<file path="config.mk">
export PLATFORM = sky130hd
export DESIGN_NAME = pc_sequencer
export DESIGN_NICKNAME = d
export VERILOG_FILES = /design/src/rtl/pc_sequencer_pkg.sv /design/src/rtl/pc_sequencer_branch_target_unit.sv /design/src/rtl/pc_sequencer.sv
export SDC_FILE = /design/constraint.sdc
export NUM_CORES = 1
export LEC_CHECK = 0
export CAP_MARGIN = 0
export CORE_MARGIN = 2
export CORE_UTILIZATION = 56
export DETAILED_ROUTE_END_ITERATION = 12
export MAX_ROUTING_LAYER = met4
export PLACE_DENSITY_LB_ADDON = 0.08
export SLEW_MARGIN = 30
export SYNTH_ARGS = -nofsm -noshare
export SYNTH_HDL_FRONTEND = slang
export SYNTH_SLANG_ARGS = --single-unit
</file>
<file path="constraint.sdc">
create_clock -name Clk -period 3.5 [get_ports Clk]
set_input_delay 0.35 -clock Clk [delete_from_list [all_inputs] [get_ports Clk]]
set_output_delay 0.35 -clock Clk [all_outputs]
set_load 0.02 [all_outputs]
</file>
<file path="src/rtl/pc_sequencer_pkg.sv">
// ---------------------------------------------------------------------------
// pc_sequencer_pkg
// Shared definitions for the program-flow controller of the 9-bit core:
//   - seq_state_t        : sequencer FSM states
//   - kCond*             : BranchConditions encodings
//   - kAbsTarget         : absolute branch target LUT (10-bit, index 0..3)
//   - kRelOffset         : relative branch offset LUT (10-bit two's complement)
//   - cond_true()        : evaluates a branch condition against the ALU flags
// ---------------------------------------------------------------------------
package pc_sequencer_pkg;

   typedef enum logic [1:0] {
      IDLE      = 2'd0,
      RUN       = 2'd1,
      LOAD_WAIT = 2'd2,
      HALT      = 2'd3
   } seq_state_t;

   localparam logic [1:0] kCondAlways = 2'b00;
   localparam logic [1:0] kCondZero   = 2'b01;
   localparam logic [1:0] kCondNZ     = 2'b10;
   localparam logic [1:0] kCondNeg    = 2'b11;

   localparam int kLutW = 10;

   // Packed so that element [0] is the rightmost entry: index 0..3 = 0,16,64,200
   localparam logic [3:0][kLutW-1:0] kAbsTarget = {10'd200, 10'd64, 10'd16, 10'd0};
   // Index 0..3 = -4, -8, +4, +12 (two's complement, sign-extended at use)
   localparam logic [3:0][kLutW-1:0] kRelOffset = {10'd12, 10'd4, 10'h3F8, 10'h3FC};

   function automatic logic cond_true(input logic [1:0] cond,
                                      input logic       zero_flag,
                                      input logic       neg_flag);
      logic res;
      res = 1'b1;
      case (cond)
         kCondAlways: res = 1'b1;
         kCondZero:   res = zero_flag;
         kCondNZ:     res = ~zero_flag;
         kCondNeg:    res = neg_flag;
         default:     res = 1'b1;
      endcase
      return res;
   endfunction

endpackage

</file>
<file path="src/rtl/pc_sequencer_branch_target_unit.sv">
// ---------------------------------------------------------------------------
// branch_target_unit
// Purely combinational branch resolution: decides whether a branch is taken
// from the condition code and the registered ALU flags, and computes the
// target address from the LUT index (absolute or PC-relative).
// Ports:
//   pc                 in  PC_W  current program counter
//   pc_targ            in  2     LUT index
//   branch_abs_or_rel  in  1     0 = absolute target, 1 = relative offset
//   branch_conditions  in  2     condition code (always/zero/not-zero/neg)
//   zero_flag          in  1     ALU zero flag
//   neg_flag           in  1     ALU negative flag
//   taken              out 1     condition evaluates true
//   target             out PC_W  branch destination address
// ---------------------------------------------------------------------------
module branch_target_unit
   import pc_sequencer_pkg::*;
#(
   parameter int unsigned PC_W = 10
) (
   input  logic [PC_W-1:0] pc,
   input  logic [1:0]      pc_targ,
   input  logic            branch_abs_or_rel,
   input  logic [1:0]      branch_conditions,
   input  logic            zero_flag,
   input  logic            neg_flag,
   output logic            taken,
   output logic [PC_W-1:0] target
);

   logic [kLutW-1:0] rel_off;
   logic [PC_W-1:0]  rel_off_ext;

   always_comb begin
      taken       = cond_true(branch_conditions, zero_flag, neg_flag);
      rel_off     = kRelOffset[pc_targ];
      // Sign-extend the LUT offset; the add then wraps modulo 2^PC_W in
      // both directions.
      rel_off_ext = PC_W'($signed(rel_off));
      if (branch_abs_or_rel) begin
         target = pc + rel_off_ext;
      end else begin
         target = PC_W'(kAbsTarget[pc_targ]);
      end
   end

endmodule

</file>
<file path="src/rtl/pc_sequencer.sv">
// ---------------------------------------------------------------------------
// pc_sequencer
// Program-flow controller for the 9-bit processor. Owns the program counter,
// runs the Start/Done handshake, stalls the PC for loads, resolves branches
// and gates architectural writes (CommitEn) while idle, stalled or halted.
// Ports:
//   Clk               in  1      system clock
//   Reset             in  1      synchronous active-high reset
//   Start             in  1      begin execution (from IDLE or HALT)
//   ConditionalJump   in  1      decoder: branch instruction
//   BranchAbsOrRel    in  1      decoder: 0 absolute, 1 relative
//   BranchConditions  in  2      decoder: condition code
//   PCTarg            in  2      decoder: branch LUT index
//   LoadInst          in  1      decoder: memory load
//   Ack               in  1      decoder: halt instruction
//   ZeroFlag          in  1      ALU zero flag
//   NegFlag           in  1      ALU negative flag
//   ProgCtr           out PC_W   instruction ROM address (registered)
//   CommitEn          out 1      instruction may write reg file / memory
//   Stall             out 1      PC held waiting for load data
//   Done              out 1      program halted (registered)
//   CycleCount        out CNT_W  RUN + LOAD_WAIT cycles since last Start
// ---------------------------------------------------------------------------
module pc_sequencer
   import pc_sequencer_pkg::*;
#(
   parameter int unsigned PC_W       = 10,
   parameter int unsigned START_ADDR = 0,
   parameter int unsigned LOAD_LAT   = 1,
   parameter int unsigned CNT_W      = 16
) (
   input  logic             Clk,
   input  logic             Reset,
   input  logic             Start,
   input  logic             ConditionalJump,
   input  logic             BranchAbsOrRel,
   input  logic [1:0]       BranchConditions,
   input  logic [1:0]       PCTarg,
   input  logic             LoadInst,
   input  logic             Ack,
   input  logic             ZeroFlag,
   input  logic             NegFlag,
   output logic [PC_W-1:0]  ProgCtr,
   output logic             CommitEn,
   output logic             Stall,
   output logic             Done,
   output logic [CNT_W-1:0] CycleCount
);

   localparam int unsigned WAIT_W = 3;   // covers LOAD_LAT up to 7

   seq_state_t        state_reg, state_next;
   logic [PC_W-1:0]   pc_reg, pc_next;
   logic [CNT_W-1:0]  cc_reg, cc_next, cc_inc;
   logic [WAIT_W-1:0] wait_reg, wait_next;
   logic              done_reg, done_next;

   logic              br_taken;
   logic [PC_W-1:0]   br_target;

   branch_target_unit #(
      .PC_W (PC_W)
   ) u_btu (
      .pc                (pc_reg),
      .pc_targ           (PCTarg),
      .branch_abs_or_rel (BranchAbsOrRel),
      .branch_conditions (BranchConditions),
      .zero_flag         (ZeroFlag),
      .neg_flag          (NegFlag),
      .taken             (br_taken),
      .target            (br_target)
   );

   always_ff @(posedge Clk) begin
      if (Reset) begin
         state_reg <= IDLE;
         pc_reg    <= '0;
         cc_reg    <= '0;
         wait_reg  <= '0;
         done_reg  <= 1'b0;
      end else begin
         state_reg <= state_next;
         pc_reg    <= pc_next;
         cc_reg    <= cc_next;
         wait_reg  <= wait_next;
         done_reg  <= done_next;
      end
   end

   always_comb begin
      state_next = state_reg;
      pc_next    = pc_reg;
      cc_next    = cc_reg;
      wait_next  = wait_reg;
      done_next  = done_reg;
      // Saturating increment of the executed-cycle counter
      cc_inc     = (cc_reg == '1) ? cc_reg : cc_reg + CNT_W'(1);

      case (state_reg)
         IDLE: begin
            if (Start) begin
               state_next = RUN;
               pc_next    = PC_W'(START_ADDR);
               cc_next    = '0;
               done_next  = 1'b0;
            end
         end
         RUN: begin
            cc_next = cc_inc;
            // Ack must beat ConditionalJump: the halt opcode also decodes
            // as a branch.
            if (Ack) begin
               state_next = HALT;
               done_next  = 1'b1;
            end else if (LoadInst) begin
               state_next = LOAD_WAIT;
               wait_next  = WAIT_W'(LOAD_LAT);
            end else if (ConditionalJump && br_taken) begin
               pc_next = br_target;
            end else begin
               pc_next = pc_reg + PC_W'(1);
            end
         end
         LOAD_WAIT: begin
            // Decoder inputs are deliberately ignored here; the held PC
            // keeps presenting the load instruction.
            cc_next = cc_inc;
            if (wait_reg == '0) begin
               state_next = RUN;
               pc_next    = pc_reg + PC_W'(1);
            end else begin
               wait_next = wait_reg - WAIT_W'(1);
            end
         end
         HALT: begin
            if (Start) begin
               state_next = RUN;
               pc_next    = PC_W'(START_ADDR);
               cc_next    = '0;
               done_next  = 1'b0;
            end
         end
         default: begin
            state_next = IDLE;
         end
      endcase
   end

   // The final LOAD_WAIT cycle (counter exhausted) is the one that commits
   // the load result.
   assign CommitEn   = (state_reg == RUN) ||
                       ((state_reg == LOAD_WAIT) && (wait_reg == '0));
   assign Stall      = (state_reg == LOAD_WAIT) && (wait_reg != '0);
   assign ProgCtr    = pc_reg;
   assign Done       = done_reg;
   assign CycleCount = cc_reg;

endmodule

</file>
==> metrics.txt, run 1 <==
Min Hold Slack 0.485 ns; Slew HR 52.5%; Worst Tran Pin Value ~0.71 ns; drt pass-1 iters 4; H-tree depth 2; Largest register FFs 16; RD Place Congestion 0.884; Final Hold Viols 0; worst hold path class register to register; CTS buffer count 5; Worst EP required between 3 and 4 ns; Worst Setup End Kind register; CP max stage cell clkdlybuf4s50_1; nets 352; worst-path cell chain clkdlybuf4s50_1 > inv_1 > nand2_1 > ha_1 > inv_1 > fa_1 > xor2_1 > mux2_2 > a211o_2 > a21oi_1; Via Count between 2000 and 2500; total gr overflow 0; Starting Density approximately 59%; ys async rst share 0%; fillers 311; Chip Height ~67 um; Rows 22; Antenna diodes 0; clock buffer depth 2; Initial DRC Count ~130; Routed Antenna Nets 0; final slew viol count 0; P per Cell Area between 300 and 400 nW/um^2; # hold bufs at CTS 0; worst setup margin ~0.95 ns; Final period util 73.0%; pre-CTS WS 0.660 ns; share of cells above drive strength 1 6.75%; syn_nets just over 300; Die ar. 4490 um^2; PostCTS Resize Cnt 0; Peak VDD IR 0.421 mV; Total Wirelength 5.67 mm; clk sinks 32; routed vias/inst 6.10; Core Util, Final 74.2%; Arr. time, crit path approximately 2.8 ns; first-pass GRT wire length 9.55 mm; Worst path most repeated cell inv_1; Syn Std Cell Area 2220 um^2; Area Overhead vs Synth 25.0%; CTS clk-pin slew, worst paths 0.07 ns; final setup fails 0; Worst Path Class, Setup input pin to register; max cap viols 0; Synth Instances 284; CTS tree done; RSZ-0062 raised after global routing false; largest net degree at the start of global routing 17; I/O Buffers 41; setup TNS 0 ns; Core Footprint 3740 um^2; Synth Flop Type dfxtp_1; fmax 0.392 GHz; clock latency on the worst-skew pair 0.28 ns; total track usage between 20% and 30%; Cell variety after synth 48; register area share after synthesis 28.8%; DR WL/cell 15.2 um; cell family with most CP delay buffers and inverters; CP peak stage delay 0.59 ns; Final Critical Period 2.55 ns; I/O pins between 40 and 50; initial antenna violation count 0; DR DRC count 0; worst path bufs/invs 3; leak pwr 0.998 nW; outcome finished, final reports clean; postcts setup bufs 0; Avg Synthesized Cell Area 7.83 um^2; Ys Warns 0; die width 67.0 um; CP Max Fanout 7; crit path launch type input pin; HPWL Detailed 4.24 mm; root buffer cell clkbuf_8; Post-synth EDFFs 0; vias in the first global route 2095; Yosys reg bits 32; final clock skew 0.00492 ns
[cell usage after synthesis (all sizes together), types with 2 or more instances]
cell type / number / area (um^2)
mux2i: 3 / 30.0
ha: 13 / 163
a211oi: 4 / 30.0
o22ai: 2 / 12.5
o21ai: 18 / 90.1
nand2: 24 / 90.1
and3: 4 / 25.0
xor2: 13 / 114
nand2b: 4 / 25.0
and2b: 2 / 16.3
dfxtp: 32 / 641
clkbuf: 8 / 30.0
or3: 3 / 18.8
a21o: 2 / 15.0
or4b: 3 / 30.0
or2: 2 / 12.5
mux2: 4 / 45.0
nor4: 5 / 31.3
nor2: 37 / 139
nand3: 12 / 60.1
nand4: 5 / 31.3
o21a: 3 / 22.5
o211ai: 8 / 60.1
o2111ai: 2 / 17.5
a21oi: 13 / 65.1
nor3b: 4 / 41.3
a221oi: 3 / 26.3
xnor2: 7 / 61.3
inv: 14 / 52.6
nor3: 7 / 35.0
a31oi: 7 / 43.8
nor2b: 3 / 18.8
[worst reg2reg max path, cell delays in order (launching register included)]
cell,delay (ns)
dfxtp_1,0.37
inv_1,0.07
ha_1,0.42
nand2b_1,0.27
o221ai_2,0.27
or4b_2,0.67
mux2_2,0.28
nand2_1,0.06
[final cells by class]
type / count / area [um^2] / share of cell area [%]
Clock inverter: 3 / 42.5 / 1.53
Tap cell: 48 / 60.1 / 2.16
Sequential cell: 32 / 641 / 23.1
Timing Repair Buffer: 43 / 425 / 15.3
Inverter: 14 / 52.6 / 1.89
Multi-Input combinational cell: 229 / 1490 / 53.6
Clock buffer: 5 / 68.8 / 2.48
[layout by cell type (no fill, tap or decap), types with 2 or more instances in the layout]
| cell | synthesis | routed |
|---|---|---|
| clkdlybuf4s50_1 | 0 | 41 |
| nor2_1 | 37 | 37 |
| dfxtp_1 | 32 | 32 |
| nand2_1 | 24 | 24 |
| o21ai_0 | 18 | 18 |
| inv_1 | 14 | 14 |
| a21oi_1 | 13 | 13 |
| xor2_1 | 13 | 13 |
| ha_1 | 13 | 13 |
| nand3_1 | 12 | 12 |
| o211ai_1 | 8 | 8 |
| a31oi_1 | 7 | 7 |
| xnor2_1 | 7 | 7 |
| nor3_1 | 7 | 7 |
| nor4_1 | 5 | 5 |
| nand4_1 | 5 | 5 |
| clkbuf_8 | 0 | 5 |
| nand2b_1 | 4 | 4 |
| mux2_2 | 4 | 4 |
| a211oi_1 | 4 | 4 |
| and3_1 | 4 | 4 |
| nor2b_1 | 3 | 3 |
| o21a_1 | 3 | 3 |
| nor3b_1 | 3 | 3 |
| or3_1 | 3 | 3 |
| mux2i_1 | 3 | 3 |
| a221oi_1 | 3 | 3 |
| or4b_2 | 2 | 2 |
| a21o_1 | 2 | 2 |
| or2_2 | 2 | 2 |
| o2111ai_1 | 2 | 2 |
| o22ai_1 | 2 | 2 |
| buf_4 | 0 | 2 |
[report_power, final]
group          switching (mW)  total, mW  internal, mW
logic                   0.184      0.300         0.116
clock network           0.139      0.349         0.210
registers              0.0200      0.403         0.383
[per-stage QoR]
step | total power, mW | instances | cell area, um^2
after global routing | 1.10 | 374 | 2780
after detailed placement | 0.706 | 366 | 2670
after floorplan | 0.614 | 284 | 2220
after CTS | 1.06 | 374 | 2780
after global placement | 0.698 | 366 | 2670
final | 1.05 | 374 | 2780
[worst paths after layout]
check | from | end | slack, ns | cells past startpoint
min | Done$_SDFFE_PP0P_ | Done$_SDFFE_PP0P_ | 0.49 | 2
max | PCTarg[1] | ProgCtr[4]$_SDFFE_PP0P_ | 0.95 | 10
max reg2reg | state_reg[0]$_SDFFE_PP0P_ | ProgCtr[9]$_SDFFE_PP0P_ | 1.05 | 7
min reg2reg | Done$_SDFFE_PP0P_ | Done$_SDFFE_PP0P_ | 0.49 | 2
[logic make-up (layout without fill, tap and decap cells)]
family / count (synthesis) / after routing / synth area share (%)
multiplexers: 7 / 7 / 3.38
buffers and inverters: 23 / 65 / 4.22
AND/OR/NAND/NOR: 119 / 119 / 27.3
XOR/XNOR: 20 / 20 / 7.88
AO/OA/AOI/OAI: 69 / 69 / 20.2
adder cells (fa/ha/maj): 14 / 14 / 8.22
flip-flops: 32 / 32 / 28.8
[layer usage]
layer / part of all wire [%] / wire length, um / GRT usage [%] / vias to the layer above
met4: 1.5 / 86 / 8.16 / 0
met1: 45 / 2530 / 36.3 / 1068
met3: 6.8 / 385 / 5.07 / 10
li1: - / - / - / 1113
met5: 0 / 0 / - / -
met2: 47 / 2670 / 44.8 / 91
(Power assumes the default switching activity.)
==> run 2: changes to the inputs <==
CORE_UTILIZATION = 47   (was 56)
clock period = 2.1 ns   (was 3.5 ns; I/O delays follow)
==> metrics.txt, run 2 (synthesis gave the netlist of run 1 again) <==
Antenna diodes 0; commonest non-fill, non-tap cells in the layout buf_4 (46), clkdlybuf4s50_1 (38), nor2_1 (37), dfxtp_1 (30), nand2_1 (23); Total Wirelength 6.09 mm; Internal Power 1.29 mW; I/O pins 42; Slew HR 76.0%; I/O Buffers 41; multi-input logic area 1550 um^2; Post-Layout Cell Count approximately 420; total gr overflow 0; initial antenna violation count 0; Worst Tran Pin Value 0.359 ns; DR DRC count 0; Final period util between 90% and 100%; CP Max Fanout 3; max cap viols 0; Clock power frac 31.0%; RD Place Congestion around 0.8; Peak VDD IR about 0.43 mV; final clock skew 0.00542 ns; CP max stage cell clkdlybuf4s50_1; hold wc startpoint Done$_SDFFE_PP0P_; die width roughly 73 um; total track usage 25.2%; Die ar. around 5300 um^2; r2r setup slk 0.10 ns; DR WL/cell 14.4 um; leak pwr 1.25 nW; # hold bufs at CTS 0; fillers between 400 and 500; final slew viol count 0; crit path launch type input pin; most common cell after layout, fill and taps aside buf_4; Inst Count DP around 420; Starting Density between 40 and 50%; CTS tree done; CTS buffer count 5; Min Hold Slack ~0.48 ns; drt pass-1 iters 4; CTS clk-pin slew, worst paths ~0.060 ns; Rows 25; clock buffer depth 2; clock latency on the worst-skew pair around 0.29 ns; Largest register FFs 16; Core Footprint 4630 um^2; Gate power share 33.6%; worst-path cell chain clkdlybuf4s50_1 > nand2_2 > ha_2 > inv_1 > fa_2 > xor2_1 > mux2_2 > a211o_2 > a21oi_1; storage element area 643 um^2; Final Hold Viols 0; share of cells above drive strength 1 21.6%; switching power total between 600 and 700 uW; root buffer cell clkbuf_8; vias in the first global route 2221; Routed Antenna Nets 0; nets 396; largest net degree at the start of global routing 15; Arr. time, crit path between 2 and 2.5 ns; CP peak stage delay 0.47 ns; Sw Ratio around a third; worst reg2reg path startpoint state_reg[0]$_SDFFE_PP0P_; Area Overhead vs Synth 42.7%; Worst Path Class, Setup input pin to register; Seq pwr share 35.4%; Critical path origin PCTarg[0]; clk sinks 32; first-pass GRT wire length 10.1 mm; final setup fails 0; P per Cell Area 597 nW/um^2; fmax 0.491 GHz; Worst EP required 2.32 ns; Final Critical Period 2.04 ns; Chip Height 72.8 um; Final Power 1.89 mW; Worst Setup End Kind register; HPWL Detailed between 4 and 5 mm; Initial DRC Count roughly 180; Via Count roughly 2400; postcts setup bufs 0; worst hold path class register to register; H-tree depth 2; outcome finished, final reports clean; Core Util, Final 68.5%; routed vias/inst 5.56
-- run 2: cell types whose count changed in the layout (fill, tap and decap cells not counted), sizes merged --
cell / previous run / this run
buf: 2 / 46
dlygate4sd2: 0 / 2
dlymetal6s2s: 0 / 1
clkdlybuf4s50: 41 / 38
clkinvlp: 1 / 0
clkbuf: 5 / 6
-- run 2: final cells by class --
| cell class | instances | share of cell area (%) |
|---|---|---|
| inverters | 14 | 1.66 |
| multi-input cells | 229 | 48.7 |
| clock buffers | 6 | 2.29 |
| flip-flops and latches | 32 | 20.3 |
| well taps | 54 | 2.13 |
| repair buffers | 87 | 23.8 |
| clock inverters | 2 | 1.10 |
-- run 2: through the flow --
stage	setup slack (ns)	setup TNS (ns)	cell area, um^2
2_1_floorplan	0.00518	0	2240
3_3_place_gp	-0.245	-0.925	3020
3_5_place_dp	-0.305	-1.21	3020
4_1_cts	0.0207	0	3140
5_1_grt	-0.0150	-0.0214	3170
6_report	0.0640	0	3170
-- run 2: worst max-delay path, delay by kind of cell --
family,cells,cell delay [ns]
fa+ha+maj,2,0.55
mux,1,0.26
compound gates,2,0.43
xor+xnor,1,0.17
buf+inv,2,0.52
simple gates,1,0.11
-- run 2: worst paths after layout --
| kind | depth (start not counted) | end |
|---|---|---|
| worst max-delay path | 9 | ProgCtr[4]$_SDFFE_PP0P_ |
| worst min-delay path | 2 | Done$_SDFFE_PP0P_ |
| worst max register to register | 7 | CycleCount[9]$_SDFFE_PP0P_ |
| worst min register to register | 2 | Done$_SDFFE_PP0P_ |
-- run 2: timing repair --
item	4_1_cts	5_1_grt
cloned	0	0
endpoints found under the setup margin	5	7
gates resized for setup	6	13
pin swaps	0	2
-- run 2: per-layer routing --
layer	up-vias	GRT usage, %	wire, um
met3	9	4.70	261
li1	1200	-	-
met5	-	-	0
met1	1091	31.9	2830
met2	57	40.5	2900
met4	0	8.23	98
-- run 2: power groups by stage --
stage,Combinational (mW),Sequential (mW),Clock (mW)
floorplan,0.341,0.695,0
detailed placement,0.624,0.682,0
global placement,0.618,0.681,0
finish,0.636,0.671,0.587
global route,0.703,0.677,0.623
CTS,0.626,0.669,0.596
